==> src/rtl/hall_input_filter_pkg.sv <==
// Shared BLDC Hall sensor types: the 3-bit Hall code (bit0=A, bit1=B, bit2=C)
// and the forward/backward adjacency of the six valid commutation states.
package hall_input_filter_pkg;

  typedef enum logic [2:0] {
    HALL_000 = 3'b000,  // invalid: all sensors low
    HALL_001 = 3'b001,
    HALL_010 = 3'b010,
    HALL_011 = 3'b011,
    HALL_100 = 3'b100,
    HALL_101 = 3'b101,
    HALL_110 = 3'b110,
    HALL_111 = 3'b111   // invalid: all sensors high
  } hall_states_t;

  // True for the six codes a healthy sensor set can produce.
  function automatic logic is_valid(hall_states_t s);
    return (s != HALL_000) && (s != HALL_111);
  endfunction

  // Forward rotation: 101 -> 001 -> 011 -> 010 -> 110 -> 100 -> 101.
  // Invalid codes map to themselves so they are never anyone's neighbour.
  function automatic hall_states_t next(hall_states_t s);
    case (s)
      HALL_101: return HALL_001;
      HALL_001: return HALL_011;
      HALL_011: return HALL_010;
      HALL_010: return HALL_110;
      HALL_110: return HALL_100;
      HALL_100: return HALL_101;
      default:  return s;
    endcase
  endfunction

  // Backward rotation, the inverse of next().
  function automatic hall_states_t prev(hall_states_t s);
    case (s)
      HALL_001: return HALL_101;
      HALL_011: return HALL_001;
      HALL_010: return HALL_011;
      HALL_110: return HALL_010;
      HALL_100: return HALL_110;
      HALL_101: return HALL_100;
      default:  return s;
    endcase
  endfunction

endpackage

==> src/rtl/bit_synchronizer.sv <==
// Two-stage synchroniser for a bus of independent asynchronous bits.
module bit_synchronizer #(
  parameter int width = 1
) (
  input  logic             sys_clk,
  input  logic             reset_n,
  input  logic [width-1:0] d,
  output logic [width-1:0] q
);

  logic [width-1:0] meta;

  // Shift each raw bit through two flops to resolve metastability.
  always_ff @(posedge sys_clk or negedge reset_n) begin
    if (!reset_n) begin
      meta <= '0;
      q    <= '0;
    end else begin
      // NOTE: non-blocking so both stages sample old values; blocking here
      // would collapse the chain into a single flop.
      meta <= d;
      q    <= meta;
    end
  end

endmodule

==> src/rtl/hall_input_filter.sv <==
// Hall sensor input conditioning: synchronise, debounce, classify each stable
// code as valid/invalid, flag non-adjacent jumps and persistent invalid codes.
module hall_input_filter
  import hall_input_filter_pkg::*;
#(
  parameter int clk_freq_hz        = 27_000_000,
  parameter int filter_cycles      = 27,
  parameter int invalid_timeout_ms = 10,
  parameter int skip_count_width   = 8
) (
  input  logic                        sys_clk,
  input  logic                        reset_n,
  input  logic [2:0]                  hall_raw,
  output hall_states_t                hall_values,
  output logic                        hall_valid,
  output logic                        hall_changed,
  output logic                        skip_error,
  output logic [skip_count_width-1:0] skip_count,
  output logic                        hall_fault
);

  localparam int invalid_timeout_raw   = clk_freq_hz / 1000 * invalid_timeout_ms;
  localparam int invalid_timeout_ticks = (invalid_timeout_raw < 1) ? 1 : invalid_timeout_raw;
  localparam int filt_w                = $clog2(filter_cycles + 1);
  localparam int tmr_w                 = $clog2(invalid_timeout_ticks + 1);

  localparam logic [filt_w-1:0] filt_max     = filt_w'(filter_cycles);
  localparam logic [tmr_w-1:0]  timeout_last = tmr_w'(invalid_timeout_ticks - 1);

  logic [2:0]        hall_sync;
  hall_states_t      sync_code;
  hall_states_t      candidate;
  logic [filt_w-1:0] stable_cnt;
  logic              accept;
  logic              accept_valid;
  logic              accept_invalid;
  logic              code_new;
  logic              code_skip;
  logic              timer_active;
  logic [tmr_w-1:0]  invalid_timer;

  bit_synchronizer #(
    .width (3)
  ) u_sync (
    .sys_clk (sys_clk),
    .reset_n (reset_n),
    .d       (hall_raw),
    .q       (hall_sync)
  );

  assign sync_code = hall_states_t'(hall_sync);

  // Accept exactly once: on the edge where the counter steps onto filter_cycles.
  assign accept = (sync_code == candidate) && (stable_cnt == filt_max - 1'b1);

  // Track the candidate code and how long it has been stable.
  always_ff @(posedge sys_clk or negedge reset_n) begin
    if (!reset_n) begin
      candidate  <= HALL_000;
      stable_cnt <= '0;
    end else if (sync_code != candidate) begin
      candidate  <= sync_code;
      stable_cnt <= '0;
    end else if (stable_cnt != filt_max) begin
      stable_cnt <= stable_cnt + 1'b1;
    end
  end

  // Classify the accepted code against the currently published one.
  always_comb begin
    // NOTE: every output gets a default before any branch so no latch is inferred.
    accept_valid   = 1'b0;
    accept_invalid = 1'b0;
    code_new       = 1'b0;
    code_skip      = 1'b0;
    if (accept) begin
      if (is_valid(candidate)) begin
        accept_valid = 1'b1;
        code_new     = (candidate != hall_values);
        code_skip    = hall_valid && code_new &&
                       (candidate != next(hall_values)) &&
                       (candidate != prev(hall_values));
      end else begin
        accept_invalid = 1'b1;
      end
    end
  end

  // Publish new valid codes and raise the change/skip pulses.
  always_ff @(posedge sys_clk or negedge reset_n) begin
    if (!reset_n) begin
      hall_values  <= HALL_000;
      hall_valid   <= 1'b0;
      hall_changed <= 1'b0;
      skip_error   <= 1'b0;
      skip_count   <= '0;
    end else begin
      hall_changed <= 1'b0;
      skip_error   <= 1'b0;
      if (accept_valid && code_new) begin
        hall_values  <= candidate;
        hall_valid   <= 1'b1;
        hall_changed <= 1'b1;
        if (code_skip) begin
          skip_error <= 1'b1;
          if (skip_count != '1) begin
            skip_count <= skip_count + 1'b1;
          end
        end
      end
    end
  end

  // Time how long an accepted invalid code persists; any valid code clears it.
  always_ff @(posedge sys_clk or negedge reset_n) begin
    if (!reset_n) begin
      timer_active  <= 1'b0;
      invalid_timer <= '0;
      hall_fault    <= 1'b0;
    end else if (accept_valid) begin
      timer_active  <= 1'b0;
      invalid_timer <= '0;
      hall_fault    <= 1'b0;
    end else if (accept_invalid && !timer_active) begin
      timer_active  <= 1'b1;
      invalid_timer <= '0;
    end else if (timer_active && !hall_fault) begin
      if (invalid_timer == timeout_last) begin
        hall_fault <= 1'b1;
      end else begin
        invalid_timer <= invalid_timer + 1'b1;
      end
    end
  end

endmodule

==> config.mk <==
export PLATFORM = sky130hd
export DESIGN_NAME = hall_input_filter
export DESIGN_NICKNAME = d
export VERILOG_FILES = /design/src/rtl/hall_input_filter_pkg.sv /design/src/rtl/bit_synchronizer.sv /design/src/rtl/hall_input_filter.sv
export SDC_FILE = /design/constraint.sdc
export NUM_CORES = 1
export LEC_CHECK = 0
export ABC_AREA = 1
export CAP_MARGIN = 10
export CORE_MARGIN = 2
export CORE_UTILIZATION = 53
export CTS_CLUSTER_SIZE = 30
export DETAILED_ROUTE_END_ITERATION = 10
export GPL_ROUTABILITY_DRIVEN = 0
export PLACE_DENSITY = 0.75
export SYNTH_ARGS = -nofsm -noshare
export SYNTH_HDL_FRONTEND = slang
export SYNTH_SLANG_ARGS = --single-unit
==> constraint.sdc <==
create_clock -name sys_clk -period 1.5 [get_ports sys_clk]
set_input_delay 0.225 -clock sys_clk [delete_from_list [all_inputs] [get_ports sys_clk]]
set_output_delay 0.225 -clock sys_clk [all_outputs]
set_load 0.01 [all_outputs]
; Yosys cells after proc, flatten, opt, wreduce, memory -nomap -nowiden
; Index checks and enable logic that the tools add are counted.
[totals]
in_bits = 5
word_cells = 81
out_inout_bits = 15
register_bits = 49
[classes]
n_mux = 29
n_eq_ne = 18
n_addsub = 3
reduce_logical = 19
[op_table]
columns = cell, n
row1 = $mux 19, 4
row2 = $pmux 3 s6, 2
row3 = $add 19x1->19 const B, 1
row4 = $eq 19x19->1 const B, 1
row5 = $mux 1, 17
row6 = $mux 3, 4
row7 = $ne 3x3->1, 4
row8 = $mux 5, 2
row9 = $eq 3x3->1 const B, 3
row10 = $add 8x1->8 const B, 1
row11 = $logic_and 1x1->1, 8
row12 = $ne 8x8->1 const B, 1
row13 = $reduce_bool 2->1, 4
row14 = $eq 3x2->1 const B, 2
row15 = $ne 3x3->1 const B, 2
row16 = $reduce_and 3->1, 2
row17 = $reduce_bool 3->1, 2
row18 = $add 5x1->5 const B, 1
row19 = $eq 5x5->1 const B, 1
row20 = $ne 5x5->1 const B, 1
row21 = $eq 3x1->1 const B, 1
row22 = $eq 3x3->1, 1
row23 = $logic_not 1->1, 2
row24 = $ne 2x2->1 const B, 1
row25 = $reduce_and 2->1, 1

; Longest topological paths before layout
; Gate-level depths: netlist of run 1.
[depth]
word_depth = 11
ltp_mapped = 14
ltp_nobuf = 14

; Hierarchy
; A second synthesis of run 1 with hierarchy kept.
[hier_totals]
hier_cells = 344
area_unflattened_um2 = 2731.4
[by_module_without_submodules]
columns = mod, area_each_um2, instances, cells_per_inst, seq_area_each_um2
row1 = hall_input_filter, 2581.2, 1, 338, 1076.0
row2 = bit_synchronizer, 150.1, 1, 6, 150.1

; Worst setup path after synthesis of run 1
; No wires, ideal clock.
[synth_path]
path_type = reg2reg
startpoint = reg stable_cnt[0]
endpoint = reg skip_count[5]
arrival_time_ns = 1.502
setup_ns = 0.117
stages_incl_launch_ff = 12
n_path_buf = 0
slack_ns = -0.119
period_less_slack_ns = 1.619
required_ns = 1.383
path_cell_list = dfrtp_1 > inv_1 > ha_1 > inv_1 > nor2_1 > inv_2 > nor2_4 > nand4_4 > nor2_8 > nand3_1 > nand2_1 > nand2_1
[synth_via]
elab_chain_cells = 5
word_cells_on_any_way = 7
cone_classes = 1 x eq/ne / 3 x mux / 3 x reduce/logical
[synth_lines]
columns = item, line
row1 = "start, declared", hall_input_filter.sv:33  ; logic [filt_w-1:0] stable_cnt;
row2 = "start signal, assigned", hall_input_filter.sv:65  ; stable_cnt <= stable_cnt + 1'b1;
row3 = $eq 5x5->1 *, hall_input_filter.sv:54  ; assign accept = (sync_code == candidate) && (stable_cnt == filt_max - 1'b1);
row4 = $logic_and 1x1->1 *, hall_input_filter.sv:54
row5 = $mux 1, hall_input_filter.sv:76  ; if (accept) begin
row6 = $logic_and 1x1->1, hall_input_filter.sv:100  ; if (accept_valid && code_new) begin
row7 = $reduce_and 3->1 (no line) *, --
row8 = "end signal, assigned", hall_input_filter.sv:107  ; skip_count <= skip_count + 1'b1;
row9 = "end, declared", hall_input_filter.sv:18  ; output logic [skip_count_width-1:0] skip_count,
; Every way passes the cells marked *; elsewhere a longest branch is shown, timed or not.
; A chain may end at the register's enable or synchronous reset.

; Worst setup path after layout of run 1
[layout_path]
startpoint = reg invalid_timer[5]
endpoint = reg invalid_timer[17]
[layout_via]
elab_chain_cells = 5
word_cells_on_any_way = 8
cone_classes = 1 x add/sub / 2 x eq/ne / 4 x mux / 1 x reduce/logical
[layout_lines]
columns = item, line
row1 = "start, declared", hall_input_filter.sv:40  ; logic [tmr_w-1:0] invalid_timer;
row2 = "start signal, assigned", hall_input_filter.sv:131  ; invalid_timer <= invalid_timer + 1'b1;
row3 = $add 19x1->19, hall_input_filter.sv:131
row4 = $mux 19, hall_input_filter.sv:128  ; if (invalid_timer == timeout_last) begin
row5 = $mux 19, hall_input_filter.sv:127  ; end else if (timer_active && !hall_fault) begin
row6 = $mux 19, hall_input_filter.sv:124  ; end else if (accept_invalid && !timer_active) begin
row7 = $mux 19, hall_input_filter.sv:120  ; end else if (accept_valid) begin
; Parallel ways exist; a longest one is shown, timed or not. The select of a mux whose other input is x is not followed.

==> metrics, run 1 <==
synth warn=0; max-slew violation count=0; Worst R2R Start=invalid_timer[5]; post-detail-place hpwl=4700 um; DR WL/cell=16.4 um; Post-synth EDFFs=0; CTS tree=built; Iteration-0 DRC Markers=233; Setup WS post-layout=-0.428 ns; Leakage=2.19 nW; Worst Path Arrival=2.16 ns; minimum clock period after layout=1.93 ns; Max transition margin=71.7%; Synth top cells by count=93 x nand2_1, 49 x dfrtp_1, 47 x inv_1; layout cells sized above 1=42.2%; # rows=26; fin cells=556; # H-tree levels=2; Num CTS Buffers=5; Sink Count=49; Synth cell types=36; Vias/cell=5.48; Power per Cell Area=600 nW/um^2; CP peak stage delay=0.38 ns; flip-flop and latch count after synthesis=49; initial antenna violation count=0; failing checks=setup timing; IO buf count=19; core area=5170 sq um; DIE AREA=6050 sq um; fmax=0.519 GHz; post-route cell area=4330 sq um; final hold vios=0; Hold Crit Start=hall_raw[1]; clock latency at the later pin of the worst-skew pair=0.31 ns; period utilisation layout=129%; Avg Inst Size Synth=7.75 sq um; Placed Instances=515; Synth Cell Area=2880 sq um; vias in the first global route=2684; syn nets=381; clk slew on worst S/H paths=0.09 ns; Clock Root Buffer=clkbuf_8; drc violations=0; status=complete, but fails checks; chip height=77.8 um; Pwr Total=0.00260 W; Hold Path Class=input pin to register; Worst setup EP type=register; Main synth FF type=dfrtp_1; global-route wire length before repair=12500 um; total wire length=9120 um; crit path cell chain=buf_4, nand2_2, nor3_4, nand2_2, nor2_4, nand2_2, nor3_2, nand2_1, nand2_1, nand2_1, nor2_1; Horiz. Die Dim=77.8 um; Final nets=494; Final setup viols=33; most frequent cell after synthesis=nand2_1; CP startpoint=invalid_timer[5]; GRT Overall Usage=26.3%; CTS max path bufs=2; critical path fanouts, max=3; area grow syn2layout=50.0%; Worst Path Required=1.74 ns; final global-route overflow total=0; post-synthesis sequential area ratio=42.5%; synthesized instance count=372; crit-path leading delay family=simple AND/OR/NAND/NOR gates; Antenna diodes=0; post-synth top area cell=dfrtp_1; via count=3046; Routed Antenna Nets=0; RSZ-0062 raised after global routing=yes; drt first pass iters=5; clk_skew=0.00528 ns; pin count of the biggest net entering global routing=34; Top Ports=20; ranking of synthesized cells by area=dfrtp_1 43%, nand2_1 12%, nand3_1 6.4%, inv_1 6.1%, nor2_1 5.9%; DP Area=3600 sq um; asr flop ratio synth=100%; Starting Density=55.7%; Max VDD drop=0.000576 V; MaxCap Viol Count=0; type of origin of the critical path=register; Synth top area share=42.5%; CP Class=register to register; slowest CP cell=dfrtp_1; Slew @ Worst Pin=0.424 ns; CP bufs+invs=1
[per-layer routing]
layer  share of wire, %  GRT usage (%)  vias up
met2                 51           45.1      145
li1                   -              -     1401
met3                5.3           3.84       48
met4                4.7           8.57        0
met1                 39           34.3     1452
met5                  0              0        -
[placed cells by master, fill, tap and decap left out, types with 5 or more instances in the layout]
master	n
nor2_2	6
nand3_2	13
clkdlybuf4s50_1	9
buf_6	9
nand2_2	17
nor3_1	6
nand2_4	8
clkbuf_8	6
dfrtp_1	45
nand3_1	25
xor2_1	6
nand4_1	12
buf_4	83
xnor2_1	5
nor2_4	6
inv_2	16
o21ai_2	5
nand2_1	75
o21ai_1	5
nor2_1	37
dlygate4sd2_1	6
inv_1	38
[per-stage QoR]
step | setup TNS (ns) | util (%) | setup slack, ns | hold WS, ns
after floorplan | -0.272 | - | -0.0509 | -0.0706
after global placement | -1.49 | 69.5 | -0.130 | 0.176
after detailed placement | -2.53 | 69.5 | -0.153 | 0.181
after CTS | -2.33 | 77.6 | -0.134 | 0.345
after global routing | -7.80 | 83.6 | -0.555 | 0.349
final | -5.22 | 83.6 | -0.428 | 0.350
[worst paths after layout]
| check | slack (ns) | depth (start not counted) | end |
|---|---|---|---|
| worst max register to register | -0.43 | 11 | invalid_timer[17] |
| max in group asynchronous | 0.59 | 3 | u_sync.q[1] |
| worst min-delay path | 0.35 | 1 | u_sync.meta[1] |
| worst max-delay path | -0.43 | 11 | invalid_timer[17] |
| min in group asynchronous | 0.38 | 2 | u_sync.meta[0] |
| worst min register to register | 0.36 | 0 | u_sync.q[2] |
[flip-flops by register name, indices dropped and copies added, names as in the netlist]
signal / count
invalid_timer: 19
skip_count: 8
stable_cnt: 5
candidate: 3
hall_values: 3
u_sync.meta: 3
u_sync.q: 3
hall_changed: 1
hall_fault: 1
hall_valid: 1
skip_error: 1
timer_active: 1
[layout make-up]
cell class              count  area [sq um]
flip-flops and latches     49          1230
multi-input cells         258          1700
repair buffers            115           975
inverters                  56           215
clock inverters             2          37.5
well taps                  70          87.6
clock buffers               6          82.6
fillers                   267           847
[kinds of logic after synthesis]
kind of cell               after synthesis  share of synthesized area, %
DFF                                     49                          42.5
xor gates and xnor gates                16                          6.03
buffers and inverters                   66                          9.90
AOI/OAI and AO/OA                       19                          3.69
adders and majority gates                4                          1.74
and+or+nand+nor                        218                          36.1
[report_power, final]
group | total (W) | switching, W | internal (W)
registers | 0.00136 | 0.0000234 | 0.00134
clock network | 0.00102 | 0.000476 | 0.000543
logic | 0.000217 | 0.000116 | 0.000101
total | 0.00260 | 0.000616 | 0.00198
[timing repair]
item / in CTS / in global routing
hold buffers: 1 / 0
hold endpoints to repair: 16 / 0
setup endpoints to repair: 40 / 41
setup buffers: 21 / 15
resized for setup: 44 / 69
cloned: 2 / 0
pin swaps: 19 / 40
[worst register-to-register path: stages, from the launching register on]
cell and delay (ns):
dfrtp_1 0.38, buf_4 0.13, nand2_2 0.11, nor3_4 0.26, nand2_2 0.12, nor2_4 0.12, nand2_2 0.08, nor3_2 0.22
nand2_1 0.14, nand2_1 0.09, nand2_1 0.07, nor2_1 0.14
No activity file was read; power rests on OpenSTA's default activity.
==> run 2: changes to the inputs <==
- CTS_BUF_LIST: not set -> sky130_fd_sc_hd__clkbuf_16
==> run 2 against run 1 <==
Compared with the run above:
- the run still ends with setup timing left
- worst setup slack better by 0.064 ns
- wire length increased by 12%
- worst hold slack better by 0.014 ns
- global-route usage rose by 1.8 points
- sequential power hardly changed
- core utilization rose by 4.2 points
- maximum frequency increased by 3.4%
- critical path depth fell by 2
- combinational power rose by 10%
- sequential share of layout area shrank 1.3 points
- via count up 3.1%
- largest cell class unchanged
- highest routed layer unchanged
==> metrics, run 2 (synthesized netlist as in run 1, its figures left out) <==
Slew @ Worst Pin=0.427 ns; Setup WS post-layout=-0.364 ns; Hold Path Class=register to register; post-route cell area=4540 sq um; failing checks=setup timing; initial antenna violation count=0; total negative setup slack=-5.09 ns; final hold vios=0; WHS=0.364 ns; Worst setup EP type=register; Layout fillers=226; worst hold path depth=0; GRT Overall Usage=28.2%; Worst Path Required=1.68 ns; Clock Root Buffer=clkbuf_16; Routed Antenna Nets=0; Iteration-0 DRC Markers=228; max-slew violation count=0; most frequent cells in the layout=76 x buf_4, 61 x nand2_1, 42 x dfrtp_1; max reg flops=19; Num CTS Buffers=5; Top Ports=20; # rows=26; chip height=77.8 um; Final nets=496; period utilisation layout=124%; critical path fanouts, max=3; R2R cell count=9; Max VDD drop=0.000620 V; # H-tree levels=2; drc violations=0; via count=3139; IO buf count=19; most common cell after layout, fill and taps aside=buf_4; Power per Cell Area=641 nW/um^2; status=complete, but fails checks; type of origin of the critical path=register; layout cells sized above 1=46.3%; Vias/cell=5.63; clk slew on worst S/H paths=0.07 ns; global-route wire length before repair=13400 um; DP Area=3600 sq um; pin count of the biggest net entering global routing=34; Largest Register=invalid_timer; area grow syn2layout=57.6%; RSZ-0062 raised after global routing=yes; MaxCap Viol Count=0; Leakage=2.23 nW; fmax=0.536 GHz; DIE AREA=6050 sq um; register area=1230 sq um; area of the multi-input gates=1800 sq um; biggest regs=invalid_timer x19, skip_count x8, stable_cnt x5; drt first pass iters=5; Sink Count=49; vias in the first global route=2856; clock latency at the later pin of the worst-skew pair=0.30 ns; CTS max path bufs=2; Max transition margin=71.6%; final global-route overflow total=0; total wire length=10200 um; Final setup viols=35; minimum clock period after layout=1.86 ns; CP Class=register to register; Antenna diodes=0; Starting Density=55.7%; clk_skew=0.00462 ns; CTS tree=built; core area=5170 sq um; Worst Path Arrival=2.05 ns; DR WL/cell=18.2 um; Horiz. Die Dim=77.8 um; Placement Setup Slack=-0.153 ns; post-detail-place hpwl=4700 um
run 2: cell types whose count changed in the layout (fill, tap and decap cells not counted), sizes merged:
cell / change
clkbuf: -1
dlymetal6s2s: -1
dlygate4sd2: -2
clkdlybuf4s50: +3
inv: -1
buf: +2
clkinv: +2
run 2: layer usage:
| layer | share of wire [%] | global-route usage (%) | up-vias |
|---|---|---|---|
| li1 | - | - | 1408 |
| met1 | 37 | 35.8 | 1514 |
| met2 | 52 | 48.0 | 168 |
| met3 | 6.2 | 3.49 | 49 |
| met4 | 4.3 | 12.5 | 0 |
| met5 | 0 | 0 | - |
run 2: path summary, 6_finish.rpt:
check	start	slack [ns]	endpoint
max reg2reg	u_sync.q[1]	-0.36	skip_count[2]
min	u_sync.meta[1]	0.36	u_sync.q[1]
max	u_sync.q[1]	-0.36	skip_count[2]
min in group asynchronous	reset_n	0.40	u_sync.meta[2]
min reg2reg	u_sync.meta[1]	0.36	u_sync.q[1]
max in group asynchronous	reset_n	0.57	skip_count[2]
run 2: stage by stage:
stage                     power, W  cells  util, %
after global routing       0.00298    558     87.8
after detailed placement   0.00154    515     69.5
after CTS                  0.00284    547     79.5
final                      0.00291    558     87.8
after floorplan            0.00147    372        -
after global placement     0.00154    515     69.5
run 2: where the power goes:
group          internal [W]  switching (W)
registers           0.00134      0.0000242
logic              0.000108       0.000130
clock network      0.000782       0.000531
total               0.00223       0.000686
run 2: area by class of cell:
class | count | area share, %
clock inverters | 3 | 0.909
well taps | 70 | 1.93
repair buffers | 117 | 22.7
flip-flops and latches | 49 | 27.2
clock buffers | 5 | 2.75
multi-input cells | 258 | 39.7
inverters | 56 | 4.79
run 2: repair_timing:
action / CTS / global route
hold buffers: 1 / 0
resized for setup: 49 / 97
pin swaps: 16 / 50
gates cloned: 2 / 0
endpoints found under the hold margin: 16 / 0
endpoints found under the setup margin: 38 / 39
buffers inserted: 22 / 16
run 2: critical path, stage by stage (launching register included):
cell and delay, ns:
dfrtp_2 0.46, xor2_1 0.21, nor2_2 0.23, nand3_1 0.16, nor2_1 0.19, nand2_1 0.10, nor2_1 0.12, nand4_1 0.11
nand2_1 0.12, inv_1 0.06
